## src/rtl/pc_gen.sv

```systemverilog
// Fetch sequencer: drives the fetch PC toward the I-cache path, queues responses toward
// decode, and applies branch/trap redirects while keeping pc stable until the response arrives.
module pc_gen #(
  parameter logic [31:0] RESET_PC = 32'h8000_0000,
  parameter int unsigned FQ_DEPTH = 2
) (
  input  logic        clk,
  input  logic        rst,
  output logic [31:0] pc,
  output logic        inst_r_ready,
  input  logic [31:0] inst,
  input  logic        inst_r_valid,
  input  logic        redirect_valid,
  input  logic [31:0] redirect_pc,
  input  logic        trap_valid,
  input  logic [31:0] trap_pc,
  output logic        id_valid,
  input  logic        id_ready,
  output logic [31:0] id_pc,
  output logic [31:0] id_inst
);

  localparam int unsigned XLEN  = 32;
  localparam int unsigned PTR_W = (FQ_DEPTH > 1) ? $clog2(FQ_DEPTH) : 1;
  localparam int unsigned CNT_W = $clog2(FQ_DEPTH + 1);

  localparam logic [1:0] S_BOOT  = 2'd0;
  localparam logic [1:0] S_FETCH = 2'd1;
  localparam logic [1:0] S_DRAIN = 2'd2;

  localparam logic [PTR_W-1:0] PTR_LAST = PTR_W'(FQ_DEPTH - 1);
  localparam logic [CNT_W-1:0] CNT_FULL = CNT_W'(FQ_DEPTH);
  localparam logic [XLEN-1:0]  PC_STEP  = XLEN'(4);

  typedef struct packed {
    logic [XLEN-1:0] pc;
    logic [XLEN-1:0] inst;
  } fq_entry_t;

  // Registered state
  logic [1:0]       r_state;
  logic [XLEN-1:0]  r_pc;
  logic [XLEN-1:0]  r_pend_pc;
  logic             r_inst_r_ready;
  logic             r_id_valid;
  fq_entry_t        r_head;
  logic [PTR_W-1:0] r_rd_ptr;
  logic [PTR_W-1:0] r_wr_ptr;
  logic [CNT_W-1:0] r_count;
  fq_entry_t        r_fq [FQ_DEPTH];

  // Next-state values
  logic [1:0]       w_state_nxt;
  logic [XLEN-1:0]  w_pc_nxt;
  logic [XLEN-1:0]  w_pend_nxt;
  logic             w_ready_nxt;
  fq_entry_t        w_head_nxt;
  logic [PTR_W-1:0] w_rd_ptr_nxt;
  logic [PTR_W-1:0] w_wr_ptr_nxt;
  logic [CNT_W-1:0] w_count_nxt;

  logic             w_redirect;
  logic [XLEN-1:0]  w_target_raw;
  logic [XLEN-1:0]  w_target;
  logic             w_handshake;
  logic             w_push;
  logic             w_pop;
  logic             w_flush;

  function automatic logic [PTR_W-1:0] ptr_inc(input logic [PTR_W-1:0] p);
    return (p == PTR_LAST) ? '0 : PTR_W'(p + PTR_W'(1));
  endfunction

  // Redirect target selection: trap wins, low bits forced to word alignment
  always_comb begin
    w_redirect   = trap_valid | redirect_valid;
    w_target_raw = trap_valid ? trap_pc : redirect_pc;
    w_target     = {w_target_raw[XLEN-1:2], 2'b00};
    w_handshake  = inst_r_valid & r_inst_r_ready;
    w_pop        = r_id_valid & id_ready;
  end

  // Fetch FSM: next state, next pc, pending redirect target, queue push
  always_comb begin
    w_state_nxt = r_state;
    w_pc_nxt    = r_pc;
    w_pend_nxt  = r_pend_pc;
    w_push      = 1'b0;
    w_flush     = w_redirect;
    case (r_state)
      S_BOOT: begin
        w_state_nxt = S_FETCH;
        if (w_redirect) begin
          w_pc_nxt = w_target;
        end
      end
      S_FETCH: begin
        if (w_redirect) begin
          // A response arriving with the redirect is stale but closes the fetch
          if (w_handshake) begin
            w_pc_nxt = w_target;
          end else begin
            w_pend_nxt  = w_target;
            w_state_nxt = S_DRAIN;
          end
        end else if (w_handshake) begin
          w_push   = 1'b1;
          w_pc_nxt = XLEN'(r_pc + PC_STEP);
        end
      end
      S_DRAIN: begin
        if (w_handshake) begin
          w_state_nxt = S_FETCH;
          w_pc_nxt    = w_redirect ? w_target : r_pend_pc;
        end else if (w_redirect) begin
          w_pend_nxt = w_target;
        end
      end
      default: begin
        w_state_nxt = S_BOOT;
        w_pc_nxt    = RESET_PC;
      end
    endcase
  end

  // Fetch queue bookkeeping and next head entry
  always_comb begin
    w_rd_ptr_nxt = r_rd_ptr;
    w_wr_ptr_nxt = r_wr_ptr;
    w_count_nxt  = r_count;
    if (w_flush) begin
      w_rd_ptr_nxt = '0;
      w_wr_ptr_nxt = '0;
      w_count_nxt  = '0;
    end else begin
      if (w_pop) begin
        w_rd_ptr_nxt = ptr_inc(r_rd_ptr);
      end
      if (w_push) begin
        w_wr_ptr_nxt = ptr_inc(r_wr_ptr);
      end
      case ({w_push, w_pop})
        2'b10:   w_count_nxt = CNT_W'(r_count + CNT_W'(1));
        2'b01:   w_count_nxt = CNT_W'(r_count - CNT_W'(1));
        default: w_count_nxt = r_count;
      endcase
    end

    // The entry being written this cycle becomes the head when it lands at the read slot
    if (w_push && (r_wr_ptr == w_rd_ptr_nxt)) begin
      w_head_nxt = '{pc: r_pc, inst: inst};
    end else begin
      w_head_nxt = r_fq[w_rd_ptr_nxt];
    end

    case (w_state_nxt)
      S_FETCH: w_ready_nxt = (w_count_nxt < CNT_FULL);
      S_DRAIN: w_ready_nxt = 1'b1;
      default: w_ready_nxt = 1'b0;
    endcase
  end

  // State and output registers
  always_ff @(posedge clk) begin
    if (!rst) begin
      r_state        <= S_BOOT;
      r_pc           <= RESET_PC;
      r_pend_pc      <= '0;
      r_inst_r_ready <= 1'b0;
      r_id_valid     <= 1'b0;
      r_head         <= '0;
      r_rd_ptr       <= '0;
      r_wr_ptr       <= '0;
      r_count        <= '0;
    end else begin
      r_state        <= w_state_nxt;
      r_pc           <= w_pc_nxt;
      r_pend_pc      <= w_pend_nxt;
      r_inst_r_ready <= w_ready_nxt;
      r_id_valid     <= (w_count_nxt != '0);
      r_head         <= w_head_nxt;
      r_rd_ptr       <= w_rd_ptr_nxt;
      r_wr_ptr       <= w_wr_ptr_nxt;
      r_count        <= w_count_nxt;
    end
  end

  // Queue storage; contents are only meaningful under r_count, so no reset needed
  always_ff @(posedge clk) begin
    if (w_push) begin
      r_fq[r_wr_ptr] <= '{pc: r_pc, inst: inst};
    end
  end

  assign pc           = r_pc;
  assign inst_r_ready = r_inst_r_ready;
  assign id_valid     = r_id_valid;
  assign id_pc        = r_head.pc;
  assign id_inst      = r_head.inst;

endmodule

```

## config.mk

```make
export PLATFORM = sky130hd
export DESIGN_NAME = pc_gen
export DESIGN_NICKNAME = d
export VERILOG_FILES = /design/src/rtl/pc_gen.sv
export SDC_FILE = /design/constraint.sdc
export NUM_CORES = 1
export LEC_CHECK = 0
export CAP_MARGIN = 20
export CORE_AREA = 2 2 206 147
export DETAILED_ROUTE_END_ITERATION = 6
export DIE_AREA = 0 0 208 149
export PLACE_DENSITY = 0.73
export SYNTH_ARGS = -nofsm -noshare
export SYNTH_HDL_FRONTEND = slang
export SYNTH_SLANG_ARGS = --single-unit
```

## constraint.sdc

```tcl
create_clock -name clk -period 5.04 [get_ports clk]
set_input_delay 1.512 -clock clk [delete_from_list [all_inputs] [get_ports clk]]
set_output_delay 1.512 -clock clk [all_outputs]
set_load 0.1 [all_outputs]
```

==> reports/results.tsv, run 1 <==
stage	metric	value	unit
outcome	outcome	completed	
global_route	grt_max_degree	65	
pwr	static-leakage-power	5.51	nW
placement	post-place-cells	1557	
logic_synthesis	synth.distinct_cells	73	
die	die_w	208	um
sta	whs	0.475	ns
global_route	grt_pass1_wl	51000	um
worst_setup_path	crit_cells	6	
clock_network	clk_path_buf_depth	3	
worst_setup_path	reg2reg_depth	5	
final_layout	area_growth	28.4	%
global_route	antenna_found_initial	0	
sta	drv_slew	0	
clock_network	cts_setup_buffers	0	
die	die_area	0.0310	mm^2
placement	dp_slack	0.525	ns
sta	fin_tns_setup	0	ns
logic_synthesis	synth_top_area_cell	edfxtp_1	
sta	rsz0062_at_grt	false	
worst_setup_path	path_max_fanout	42	
logic_synthesis	yosysSeqAreaShare	57.0	%
drt	drt_iter0_drc	895	
final_layout	diodes	0	
worst_setup_path	critPathCaptureType	flop	
global_route	track_usage	20.9	%
logic_synthesis	synth_edf_count	128	
worst_setup_path	cp.arrival	4.46	ns
drt	detail-route-antenna-nets	0	
logic_synthesis	ys_top_cells_by_area	edfxtp_1 33%, dfxtp_1 24%, mux2i_1 8.5%	
logic_synthesis	synth_common_cells	136 x dfxtp_1, 128 x edfxtp_1, 98 x mux2i_1	
worst_setup_path	critical_path_class	in2reg	
logic_synthesis	synth-main-ff-cell	dfxtp_1	
logic_synthesis	yosysTopAreaCellShare	33.4	%
placement	portBuffers	195	
logic_synthesis	syn_nets	1136	
drt	wl_per_cell	20.5	um
job	maxCapViolCount	0	
global_route	grt_overflow	0	
clock_network	ctsRootBufferMaster	clkbuf_16	
drt	routed_wl	32900	um
logic_synthesis	syn-cell-area	0.0115	mm^2
worst_setup_path	required	5.48	ns
logic_synthesis	yosysMostFrequentCell	dfxtp_1	
worst_hold_path	whs_path_depth	1	
sta	setup_ws	1.02	ns
drt	vias_per_cell	5.71	
worst_setup_path	worst_path_max_delay_cell	clkdlybuf4s50_1	
logic_synthesis	syn-instance-count	1032	
placement	routabilityCongestion	0.899	
sta	fin_crit	4.02	ns
clock_network	cts_buffers	27	
logic_synthesis	yosys_warnings	0	
clock_network	cts_resized	0	
placement	detailedPlacementHpwl	21700	um
drt	drcViolationCount	0	
global_route	first_global_vias	8762	
clock_network	insertion_delay	0.54	ns
final_layout	fin_nets	1305	
die	placementRows	53	
worst_setup_path	cp-start-kind	input port	
sta	hold_violations	0	
final_layout	drive_gt1_share	7.86	%
sta	finClkSkew	0.0168	ns
drt	drtPass1Iterations	5	
logic_synthesis	ys_seq_elements	264	
final_layout	fin_cells	1607	
die	core_area	0.0293	mm^2
clock_network	path_clk_slew	0.06	ns
pwr	irDropWorstVdd	0.276	mV
die	num_io_pins	200	
clock_network	hold_buffers	0	
sta	fmaxAchievable	249	MHz
die	die_h	149	um
worst_hold_path	min_path_type	reg2reg	
sta	worstMarginPinSlew	1.08	ns
sta	setup_viol	0	
sta	timing.final.crit_share	79.8	%
clock_network	cts_tree	done	
clock_network	cts_sinks	264	
sta	slew-limit-headroom	27.6	%
die	start_util	39.3	%
worst_setup_path	cp_slowest_stage_delay	0.68	ns
worst_setup_path	cp_num_buf_inv	2	
worst_setup_path	worstPathCellList	clkdlybuf4s50_1 -> nor2_2 -> nand3_4 -> or2_2 -> buf_12 -> a211oi_1	
clock_network	h-tree-depth	1	
logic_synthesis	async_flop_share	0	%
worst_setup_path	path_delay_family	simple AND/OR/NAND/NOR gates	
drt	vias	9174	
pwr	p_per_area	367	mW/mm^2
logic_synthesis	synth.avg_cell_area	11.2	um^2
[kinds of logic after synthesis]
group	synth area share [%]
multiplexers	9.01
adder cells (fa/ha/maj)	0.217
XOR/XNOR	0.989
AO/OA/AOI/OAI	16.7
buffers and inverters	3.83
AND/OR/NAND/NOR	12.2
flip-flops	57.0
[power breakdown]
group | internal, mW | switching (mW) | total (mW)
combinational | 0.296 | 0.661 | 0.957
clock | 1.20 | 0.827 | 2.03
sequential | 2.34 | 0.101 | 2.44
total | 3.84 | 1.59 | 5.43
[routing by layer]
| layer | share of wire, % | GRT usage (%) |
|---|---|---|
| met1 | 47 | 30.7 |
| met2 | 43 | 31.1 |
| met3 | 7.9 | 4.63 |
| met4 | 2.1 | 5.18 |
| met5 | 0 | 0 |
[worst paths after layout]
path	from	end	slack, ns
max reg2reg	r_state[1]	id_inst[31]	2.14
min	r_pend_pc[0]	r_pend_pc[0]	0.48
min reg2reg	r_pend_pc[0]	r_pend_pc[0]	0.48
max	redirect_valid	id_inst[31]	1.02
[per-stage QoR]
stage / utilization, % / power, mW / instance area [um^2]
2_1_floorplan: - / 3.10 / 11500
3_3_place_gp: 47.4 / 3.42 / 13900
3_5_place_dp: 47.4 / 3.43 / 13900
4_1_cts: 50.4 / 5.47 / 14800
5_1_grt: 50.4 / 5.61 / 14800
6_report: 50.4 / 5.43 / 14800
[area by class of cell]
class / instances / area (um^2)
timing repair buffer: 225 / 2230
multi-input combinational: 671 / 4560
sequential: 264 / 6570
fill: 2617 / 14500
clock buffer: 39 / 761
inverter: 12 / 47.5
clock inverter: 11 / 134
tap: 385 / 482
[sequential cells by signal (all words and copies together), names as in the netlist, 2 cells and up]
name       count
r_fq         128
id_inst       32
id_pc         32
pc            32
r_pend_pc     32
r_count        2
r_state        2
[worst reg2reg max path, delay by kind of cell, from the launching register on]
kind	cells	cell delay [ns]
flip-flops	1	0.47
AND/OR/NAND/NOR	3	1.75
buffers and inverters	1	0.27
AO/OA/AOI/OAI	1	0.31
[cell usage in the layout, fill, tap and decap left out, types with 7 or more instances in the layout]
master,Yosys,final
clkdlybuf4s50_1,0,194
dfxtp_1,136,136
nand2_1,56,56
and2_1,8,8
nor2_1,58,56
nand2b_1,8,8
nor3_1,79,79
mux2i_1,98,98
edfxtp_1,128,128
buf_4,5,25
nor4_1,11,11
nand4_1,8,8
o22ai_1,8,8
clkbuf_16,0,27
a22o_1,8,8
xnor2_1,8,7
clkbuf_1,45,8
inv_1,11,10
a211oi_1,92,92
o21ai_0,48,48
nand3_1,15,14
a21oi_1,35,35
Note: power is estimated with default switching activity, not from simulation.
==> run 2, diff against run 1 <==
Clock period 5.04 ns to 3.3 ns, I/O delays scaled along.
==> reports/results.tsv, run 2 (synthesized netlist as in run 1, its figures left out) <==
stage	metric	value	unit	change
outcome	outcome	completed		
clock_network	cts_sinks	264		unchanged
pwr	static-leakage-power	5.95	nW	+7.9%
sta	finClkSkew	0.0270	ns	+0.0102 ns
final_layout	fin_nets	1349		+3.4%
global_route	track_usage	21.0	%	+0.19 points
global_route	grtUsageMet2	32.0	%	+0.85 points
worst_setup_path	cp-start-kind	input port		
pwr	power.internal	6.11	mW	+59%
final_layout	regMostFlops	r_fq		
die	num_io_pins	200		unchanged
drt	drcViolationCount	0		unchanged
sta	rsz0062_at_grt	false		
sta	drv_slew	0		unchanged
global_route	grt_overflow	0		unchanged
pwr	pwr-share-comb	17.7	%	about the same
final_layout	largest_reg_flops	128		unchanged
final_layout	final_common_cell	buf_4		
clock_network	cts_tree	done		
clock_network	clk_path_buf_depth	3		unchanged
global_route	antenna_found_initial	1		+1
placement	place_area	0.0140	mm^2	+0.86%
clock_network	hold_buffers	0		unchanged
placement	routabilityCongestion	0.974		+8.3%
placement	post-place-cells	1601		+2.8%
sta	worstMarginPinSlew	1.12	ns	+0.0402 ns
worst_setup_path	cp.arrival	3.22	ns	-1.24 ns
pwr	sw_frac_of_total	28.8	%	-0.55 points
sta	fin_tns_setup	0	ns	unchanged
die	die_area	0.0310	mm^2	unchanged
sta	fin_crit	2.75	ns	
clock_network	cts_setup_buffers	0		unchanged
final_layout	drive_gt1_share	19.4	%	+12 points
sta	timing.final.crit_share	83.4	%	
global_route	first_global_vias	8910		+1.7%
die	die_h	149	um	unchanged
sta	fmaxAchievable	363	MHz	
clock_network	insertion_delay	0.55	ns	about the same
pwr	irDropWorstVdd	0.378	mV	+37%
sta	slew-limit-headroom	24.5	%	-3.0 points
worst_hold_path	min_path_type	reg2reg		
clock_network	h-tree-depth	1		unchanged
drt	vias_per_cell	5.66		-0.87%
worst_setup_path	crit_path_start	redirect_valid		
placement	portBuffers	195		unchanged
pwr	clock_power_share	39.1	%	+1.7 points
drt	drt_iter0_drc	847		-5.4%
worst_setup_path	path_max_fanout	9		-79%
drt	detail-route-antenna-nets	0		unchanged
drt	wl_per_cell	20.4	um	-0.49%
drt	routed_wl	33700	um	+2.2%
global_route	gr-max-usage-layer	met2		
sta	hold_violations	0		unchanged
final_layout	area_growth	30.3	%	
die	die_w	208	um	unchanged
global_route	grt_use_met1	29.7	%	-1.0 points
global_route	grt_pass1_wl	51400	um	+0.80%
worst_setup_path	worst_path_max_delay_cell	clkdlybuf4s50_1		
placement	detailedPlacementHpwl	23300	um	+7.4%
clock_network	ctsRootBufferMaster	clkbuf_16		
pwr	p_per_area	572	mW/mm^2	+56%
pwr	p_switching	2.46	mW	+55%
die	core_area	0.0293	mm^2	unchanged
drt	drtPass1Iterations	5		unchanged
worst_setup_path	critPathCaptureType	flop		
clock_network	path_clk_slew	0.06	ns	about the same
final_layout	final_cell_mix	164 x buf_4, 136 x dfxtp_1, 128 x edfxtp_1		
worst_setup_path	r2r_start	pc[4]		
clock_network	cts_buffers	27		unchanged
final_layout	final_cell_area	0.0150	mm^2	+1.4%
sta	setup_viol	0		unchanged
worst_setup_path	required	3.77	ns	-1.71 ns
pwr	p_seq_share	43.2	%	-1.8 points
clock_network	cts_resized	0		unchanged
global_route	grt_max_degree	65		unchanged
die	start_util	39.3	%	unchanged
final_layout	nFillCells	2620		+0.11%
die	placementRows	53		unchanged
worst_setup_path	cp_slowest_stage_delay	0.59	ns	-0.09 ns
worst_hold_path	min-delay-start	r_pend_pc[0]		
worst_setup_path	worstPathCellList	clkdlybuf4s50_1 -> buf_12 -> nor3_1 -> or3_1 -> a2111oi_0 -> buf_4 -> a21oi_1 -> o22ai_1		
drt	vias	9343		+1.8%
worst_setup_path	critical_path_class	in2reg		
final_layout	fin_cells	1651		+2.7%
job	maxCapViolCount	0		unchanged
global_route	met3_usage	6.32	%	+1.7 points
run 2: changes by cell type in the layout (fill, tap and decap cells not counted), sizes merged:
cell | previous run | this run
bufinv | 3 | 5
diode | 0 | 1
clkinv | 7 | 8
clkbuf | 39 | 35
clkdlybuf4s50 | 194 | 96
buf | 31 | 173
run 2: worst paths after layout:
check | to | slack, ns | cells after the start
worst max-delay path | pc[16] | 0.55 | 8
worst min-delay path | r_pend_pc[0] | 0.48 | 1
worst max register to register | pc[26] | 0.71 | 5
worst min register to register | r_pend_pc[0] | 0.48 | 1
run 2: worst max-delay path: cells and delay by family:
family	cells	cell delay, ns
simple gates	2	0.59
buf+inv	3	0.95
compound gates	3	0.69
run 2: power by group through the flow:
stage          clock network (mW)  logic [mW]  registers, mW
2_1_floorplan                   0       0.466           4.27
3_3_place_gp                    0        1.49           3.76
4_1_cts                      3.41        1.51           3.70
6_report                     3.35        1.52           3.70
3_5_place_dp                    0        1.51           3.77
5_1_grt                      3.55        1.60           3.71
run 2: area by class of cell:
cell class / instances / area [um^2] / share of cell area [%]
Sequential cell: 264 / 6570 / 43.8
Multi-Input combinational cell: 671 / 4550 / 30.4
Tap cell: 385 / 482 / 3.21
Clock buffer: 35 / 786 / 5.24
Timing Repair Buffer: 269 / 2360 / 15.7
Antenna cell: 1 / 2.50 / 0.0167
Clock inverter: 14 / 200 / 1.34
Inverter: 12 / 47.5 / 0.317
run 2: metal layers:
layer / wire [um] / share of wire, %
met1: 15100 / 45
met2: 14800 / 44
met3: 3200 / 9.5
met4: 570 / 1.7
met5: 0 / 0
run 2: stage by stage:
stage          worst slack (ns)  util [%]  power, mW  hold slack (ns)
6_report                  0.547      51.2       8.57            0.479
5_1_grt                   0.524      51.2       8.86            0.493
4_1_cts                   0.634      51.2       8.62            0.481
3_5_place_dp             0.0616      47.8       5.27            0.472
3_3_place_gp             0.0819      47.8       5.25            0.466
2_1_floorplan            0.0904         -       4.73            0.457
